[src/rtl/instr_fetch_queue.sv]
// instr_fetch_queue: instruction fetch front end with a small credit-based queue.
// Requests are issued only when a queue slot is guaranteed for the response one
// cycle later, so the queue can never overflow. A Redirect flushes the queue,
// drops any in-flight response and restarts fetching at the branch target.
// Optional feature: define IFQ_REDIRECT_COUNT_EN to add a saturating 16-bit
// Redirect_Count output that counts accepted redirects.
module instr_fetch_queue #(
  parameter int          DEPTH    = 4,
  parameter logic [63:0] RESET_PC = 64'h0
) (
  input  logic                     Clock,
  input  logic                     Reset_n,
  output logic                     Imem_Req,
  output logic [63:0]              Imem_Addr,
  input  logic [31:0]              Imem_Data,
  input  logic                     Redirect,
  input  logic [63:0]              Redirect_Addr,
  output logic                     Out_Valid,
  input  logic                     Out_Ready,
  output logic [31:0]              Out_Instr,
  output logic [63:0]              Out_PC,
  output logic [$clog2(DEPTH):0]   Queue_Count
`ifdef IFQ_REDIRECT_COUNT_EN
  ,
  output logic [15:0]              Redirect_Count
`endif
);

  localparam int PW = $clog2(DEPTH);
  localparam int CW = PW + 1;
  localparam logic [CW:0]   DEPTH_W = (CW + 1)'(DEPTH);
  localparam logic [PW-1:0] PTR_ONE = PW'(1);

  typedef enum logic {IDLE, RUN} state_t;

  state_t        state_q, state_d;
  logic [63:0]   pc_q, pc_d;
  logic          inflight_q, inflight_d;
  logic [63:0]   inflight_addr_q, inflight_addr_d;
  logic [PW-1:0] head_q, head_d;
  logic [PW-1:0] tail_q, tail_d;
  logic [CW-1:0] count_q, count_d;
  logic [63:0]   entry_pc_q    [DEPTH];
  logic [63:0]   entry_pc_d    [DEPTH];
  logic [31:0]   entry_instr_q [DEPTH];
  logic [31:0]   entry_instr_d [DEPTH];

  logic          pop;
  logic          push;
  logic          fetch;
  logic [CW:0]   credit_used;

  // Redirect targets are word aligned, so the two low address bits are ignored.
  logic unused_redirect_low_bits;
  assign unused_redirect_low_bits = ^Redirect_Addr[1:0];

  // Head of the queue is presented directly to the decoder; zeroed when empty.
  assign Out_Valid   = (count_q != '0);
  assign Out_Instr   = Out_Valid ? entry_instr_q[head_q] : 32'h0;
  assign Out_PC      = Out_Valid ? entry_pc_q[head_q] : 64'h0;
  assign Queue_Count = count_q;
  assign Imem_Req    = fetch;
  assign Imem_Addr   = pc_q;

  // Handshakes and the credit check: a slot must remain for the new response
  // after counting occupied entries, the outstanding response and this pop.
  always_comb begin
    pop         = Out_Valid && Out_Ready;
    push        = inflight_q && !Redirect;
    credit_used = {1'b0, count_q} + {{CW{1'b0}}, inflight_q} - {{CW{1'b0}}, pop};
    fetch       = (state_q == RUN) && !Redirect && (credit_used < DEPTH_W);
  end

  // Next-state logic: Redirect flushes everything and reloads the PC; otherwise
  // the queue pushes the returning word and pops the accepted head.
  always_comb begin
    state_d         = RUN;
    pc_d            = pc_q;
    inflight_d      = fetch;
    inflight_addr_d = pc_q;
    head_d          = head_q;
    tail_d          = tail_q;
    count_d         = count_q;
    entry_pc_d      = entry_pc_q;
    entry_instr_d   = entry_instr_q;
    if (Redirect) begin
      pc_d    = {Redirect_Addr[63:2], 2'b00};
      head_d  = '0;
      tail_d  = '0;
      count_d = '0;
    end else begin
      if (fetch) begin
        pc_d = pc_q + 64'd4;
      end
      if (push) begin
        entry_pc_d[tail_q]    = inflight_addr_q;
        entry_instr_d[tail_q] = Imem_Data;
        tail_d                = tail_q + PTR_ONE;
      end
      if (pop) begin
        head_d = head_q + PTR_ONE;
      end
      count_d = count_q + {{PW{1'b0}}, push} - {{PW{1'b0}}, pop};
    end
  end

  // State registers; reset drops queued and in-flight instructions immediately.
  always_ff @(posedge Clock or negedge Reset_n) begin
    if (!Reset_n) begin
      state_q         <= IDLE;
      pc_q            <= RESET_PC;
      inflight_q      <= 1'b0;
      inflight_addr_q <= 64'h0;
      head_q          <= '0;
      tail_q          <= '0;
      count_q         <= '0;
      for (int i = 0; i < DEPTH; i++) begin
        entry_pc_q[i]    <= 64'h0;
        entry_instr_q[i] <= 32'h0;
      end
    end else begin
      state_q         <= state_d;
      pc_q            <= pc_d;
      inflight_q      <= inflight_d;
      inflight_addr_q <= inflight_addr_d;
      head_q          <= head_d;
      tail_q          <= tail_d;
      count_q         <= count_d;
      entry_pc_q      <= entry_pc_d;
      entry_instr_q   <= entry_instr_d;
    end
  end

`ifdef IFQ_REDIRECT_COUNT_EN
  logic [15:0] redirect_count_q, redirect_count_d;

  // Saturating count of accepted redirects.
  always_comb begin
    redirect_count_d = redirect_count_q;
    if (Redirect && (redirect_count_q != 16'hFFFF)) begin
      redirect_count_d = redirect_count_q + 16'd1;
    end
  end

  // Redirect counter register.
  always_ff @(posedge Clock or negedge Reset_n) begin
    if (!Reset_n) begin
      redirect_count_q <= 16'h0;
    end else begin
      redirect_count_q <= redirect_count_d;
    end
  end

  assign Redirect_Count = redirect_count_q;
`else
  // Without the counter option there is no redirect statistics logic.
`endif

endmodule

[config.mk]
export PLATFORM = sky130hd
export DESIGN_NAME = instr_fetch_queue
export DESIGN_NICKNAME = d
export VERILOG_FILES = /design/src/rtl/instr_fetch_queue.sv
export SDC_FILE = /design/constraint.sdc
export NUM_CORES = 1
export LEC_CHECK = 0
export BUFFER_PORTS_ARGS = -buffer_cell sky130_fd_sc_hd__buf_2
export CORE_UTILIZATION = 30
export DETAILED_ROUTE_END_ITERATION = 8
export SLEW_MARGIN = 25
export SYNTH_ARGS = -nofsm -noshare
export SYNTH_HDL_FRONTEND = slang
export SYNTH_SLANG_ARGS = --single-unit
[constraint.sdc]
create_clock -name Clock -period 7.1 [get_ports Clock]
set_input_delay 0.355 -clock Clock [delete_from_list [all_inputs] [get_ports Clock]]
set_output_delay 0.355 -clock Clock [all_outputs]
set_load 0.02 [all_outputs]
# Word level (Yosys, flattened, before mapping)
# Cells that the tools add are included.
# totals
register_bits	521
in_bits	100
word_cells	61
# op_classes
n_addsub	7
order_cmp	4
muxes	21
n_bitwise	3
n_reduce_logical	11
# op_table
op	count
two-way mux 64 bit	6
bitwise mux 256 bit	1
binary-select mux 64 bit (select 2 bit)	1
bitwise mux 128 bit	1
demux 64 bit (select 2 bit)	1
two-way mux 32 bit	4
adder 64 x 3 -> 64 bit (second input constant)	1
binary-select mux 32 bit (select 2 bit)	1
demux 32 bit (select 2 bit)	1
two-way mux 2 bit	4
>= comparator 3 bit (second input constant)	2
inverter 2 -> 3 bit	2
nonzero test 2 bit	3
logical AND 1 bit	5
adder 2 x 1 -> 2 bit (second input constant)	2
adder 3 x 1 -> 4 bit	1
< comparator 4 x 3 -> 1 bit (second input constant)	1
subtractor 4 x 1 -> 4 bit	1
adder 3 x 1 -> 3 bit	1
< comparator 3 x 1 -> 1 bit (second input constant)	1
two-way mux 3 bit	1
nonzero test 3 bit	1
subtractor 3 x 1 -> 3 bit	1
AND reduction 2 bit	1
other kinds (2)	2

# Longest topological paths before layout
# logic_depth
depth_word	7
depth_mapped	12

# Worst setup path after synthesis
# Ideal clock, no wire load.
# synth_path
kind	reg-to-reg
startpoint	register count_q[1], in the netlist Queue_Count[1]
endpoint	register pc_q[30], in the netlist Imem_Addr[30]
setup_time_ps	82
arrival_ps	3263
slack_ps	3755
path_stages_with_launch	12
path_buffers	2
synth_period_minus_slack_ps	3345
path_cell_list	dfrtp_1 -> or3_1 -> clkbuf_1 -> nand2_1 -> or2_2 -> ha_1 -> or4b_1 -> a221o_1 -> and3_4 -> buf_6 -> or4_1 -> a31oi_1
# synth_via
elab_chain_cells	6
# synth_lines
item	line	rtl
from (decl)	42	logic [CW-1:0] count_q, count_d;
from (signal assigned)	128	count_q <= count_d;
branches (longest 2 deep; another with adder 3 x 1 -> 4 bit)	--	
subtractor 4 x 1 -> 4 bit (*)	70	credit_used = {1'b0, count_q} + {{CW{1'b0}}, inflight_q} - {{CW{1'b0}}, pop};
< comparator 4 x 3 -> 1 bit (*)	71	fetch = (state_q == RUN) && !Redirect && (credit_used < DEPTH_W);
logical AND 1 bit (*)	71	
nonzero test 2 bit (no source line) (*)	--	
to (signal assigned)	123	pc_q <= pc_d;
to (decl)	37	logic [63:0] pc_q, pc_d;
# Mark *: on every way between the ends.
# A chain may end at the register's enable or synchronous reset.

# Worst setup path after layout
# layout_path
startpoint	register count_q[2], in the netlist Queue_Count[2]
endpoint	output Imem_Req
# layout_via
elab_chain_cells	5
# layout_lines
item	line	rtl
branches (longest 2 deep; another with adder 3 x 1 -> 4 bit)	--	
subtractor 4 x 1 -> 4 bit (*)	70	
< comparator 4 x 3 -> 1 bit (*)	71	
logical AND 1 bit (*)	71	
to (decl)	13	output logic Imem_Req,
# Marks and branches as above.

==> impl_metrics.json <==
{
  "synth_ff_type": "dfrtp_1",
  "final.min_clock_period_ns": 4.19,
  "min_to": "Imem_Addr[31]",
  "rsz0062_at_grt": "no",
  "setup_viol_count_final": 0,
  "ys_seq_area_share_pct": 55.8,
  "wl_per_cell_um": 21.4,
  "insertion_delay_ns": 0.60,
  "antenna_found_initial": 0,
  "synth_largest_area_cell": "dfrtp_1",
  "synth_top_family_by_area": "multiplexers",
  "period_share_pct": 59.0,
  "instances_no_fill": 2945,
  "synth_fa_ha_area_share_pct": 0.526,
  "syn_inst": 1625,
  "netlist.area_leader.share_pct": 55.8,
  "routed_via_density": 5.15,
  "critical_path.max_fanout": 25,
  "final_cell_area_sq_um": 27900,
  "yosys.area_share.simple_pct": 9.44,
  "postCtsHoldBufs": 71,
  "r2r_slack_ns": 3.15,
  "place_area_sq_um": 25200,
  "initial_core_util_pct": 30.5,
  "hp-start": "Redirect_Addr[31]",
  "dpl.hpwl_um": 39800,
  "synth_edf_count": 0,
  "dp_worst_setup_slack_ns": 3.18,
  "yosysMostFrequentCell": "dfrtp_1",
  "drive_gt1_share_pct": 44.0,
  "die_h_um": 278,
  "drt.antenna.violating_nets": 0,
  "placedCellCount": 2766,
  "worstPathArrival_ns": 3.83,
  "cts_num_sinks": 509,
  "cts_buffers": 57,
  "die_w_um": 278,
  "worst_pin_slew_ns": 0.962,
  "drcViolationCount": 0,
  "num_io_pins": 265,
  "ctsResizeCount": 0,
  "dieArea_sq_um": 77200,
  "area_growth_syn_to_layout_pct": 22.1,
  "grt_pass1_wl_um": 98200,
  "hold_path.class": "in -> reg",
  "synth-compound-area-share_pct": 3.80,
  "worstSetupStartpointType": "flip-flop",
  "grt_pass1_vias": 16200,
  "synthMuxAreaShare_pct": 27.9,
  "peakVddDrop_uv": 207,
  "relSlewSlack_pct": 35.7,
  "syn_area_per_cell_sq_um": 14.0,
  "rows": 100,
  "hold_path_depth": 3,
  "setup_ws_ns": 2.91,
  "finClkSkew_ns": 0.0229,
  "status": "finished, final reports clean",
  "yosys-top-cells-count": "dfrtp_1 (509), mux2_2 (376), and2_1 (97)",
  "path_class": "reg -> out",
  "clkTransAtPathRegs_ns": 0.06,
  "grt_max_degree": 180,
  "gp_congestion": 0.802,
  "htreeDepth": 2,
  "synth_cell_types": 55,
  "p_leak_uw": 0.0127,
  "fillers": 7145,
  "async_flop_share_pct": 100,
  "antennaDiodeCount": 0,
  "post_cts_buffers": 0,
  "wirelength_um": 63000,
  "clockBufferDepth": 3,
  "fmaxAchievable_mhz": 239,
  "drv_cap": 0,
  "finalHoldViolations": 0,
  "cts_tree": "built",
  "core_area_sq_um": 74800,
  "io_buffers": 258,
  "first_pass_iters": 5,
  "root_buffer": "clkbuf_16",
  "regToRegStartpoint": "Queue_Count[2]",
  "synthXorXnorAreaFrac_pct": 0.345,
  "synth_warnings": 0,
  "gr-usage-all-layers_pct": 16.4,
  "required_ns": 6.74,
  "ys_top_cells_by_area": "dfrtp_1 (56%), mux2_2 (19%), mux4_2 (9.3%)",
  "slew_violations": 0,
  "rr_endpoint": "Imem_Addr[39]",
  "netlist_area_sq_um": 22800,
  "overflow": 0,
  "num_vias": 15200,
  "rr_worst_depth": 10,
  "ys_ff_latch": 509,
  "end_kind": "output port",
  "final_nets": 2038,
  "fin_setup_tns_ns": 0,
  "p_per_area_nw_per_um2": 369,
  "drtIter0Drc": 896,
  "final_util_pct": 37.3
}
registers in the layout, summed over array words and instances, names as in the netlist:
register and flops:
tail_q 2, inflight_q 1, head_q 2, state_q 1, inflight_addr_q 62, entry_pc_q 248
entry_instr_q 128, Queue_Count 3, Imem_Addr 62
final cells by class:
type	instances	area [sq um]	area share (%)
clock buffers	79	1690	6.07
clock inverters	27	265	0.951
inverters	11	42.5	0.153
multi-input cells	998	9650	34.6
flip-flops and latches	509	12700	45.7
well taps	969	1210	4.35
repair buffers	352	2270	8.14
worst max-delay path, cell delays in order (launching register included):
cell and delay [ns]:
dfrtp_1 0.45, or3_4 0.40, nand2_1 0.19, or2_2 0.31, ha_1 0.26, or4b_1 0.53, a221o_1 0.37, and3_4 0.20
clkinv_1 0.27, buf_2 0.24
where the power goes:
group,internal (uW),switching [uW],total [uW]
logic,1570,1750,3320
registers,3510,432,3940
clock network,1810,1220,3030
total,6880,3400,10300
per-layer routing:
metal | global-route usage (%) | part of all wire [%] | up-vias
met2 | 27.2 | 49 | 409
met5 | 0 | 0 | -
li1 | - | - | 6672
met1 | 22.0 | 45 | 7995
met3 | 2.91 | 4.6 | 98
met4 | 4.45 | 2.3 | 0
placed cells by master, fill, tap and decap left out, drive strengths merged, types with 6 or more instances in the layout:
cell type | synthesis | layout
nand4 | 33 | 33
or3 | 11 | 11
nand2 | 39 | 39
o21ai | 17 | 17
nor2b | 9 | 9
buf | 23 | 281
and2 | 97 | 97
clkinvlp | 0 | 6
and3 | 11 | 11
inv | 10 | 12
ha | 8 | 8
clkinv | 1 | 16
dlygate4sd3 | 0 | 71
mux4 | 94 | 94
or4 | 43 | 43
a31oi | 51 | 51
clkbuf | 87 | 79
nor2 | 67 | 67
nor3 | 10 | 10
mux2 | 376 | 376
o31ai | 39 | 39
nor4 | 6 | 6
nand3 | 32 | 32
dfrtp | 509 | 509
kinds of logic after synthesis:
| kind of cell | Yosys count |
|---|---|
| adder cells (fa/ha/maj) | 9 |
| AND/OR/NAND/NOR | 376 |
| buffers and inverters | 121 |
| multiplexers | 472 |
| flip-flops | 509 |
| other | 2 |
| XOR/XNOR | 9 |
| AO/OA/AOI/OAI | 127 |
metrics by stage:
| step | power [uW] | hold slack, ns |
|---|---|---|
| floorplan | 6140 | 0.0594 |
| global placement | 7190 | 0.426 |
| detailed placement | 7330 | 0.443 |
| CTS | 10400 | 0.0000615 |
| global route | 10800 | 0.0141 |
| finish | 10300 | 0.0444 |
how the worst max path moves through the flow:
stage | start | endpoint | slack, ns | depth (start not counted)
4_1_cts | Queue_Count[2] | Imem_Req | 2.81 | 9
3_3_place_gp | Queue_Count[1] | Imem_Addr[39] | 3.27 | 10
3_5_place_dp | Queue_Count[1] | Imem_Addr[26] | 3.18 | 10
2_1_floorplan | Queue_Count[1] | Imem_Addr[30] | 3.75 | 11
5_1_grt | Queue_Count[1] | Imem_Req | 2.69 | 9
6_report | Queue_Count[2] | Imem_Req | 2.91 | 9
Power figures use the tool's default switching activity.
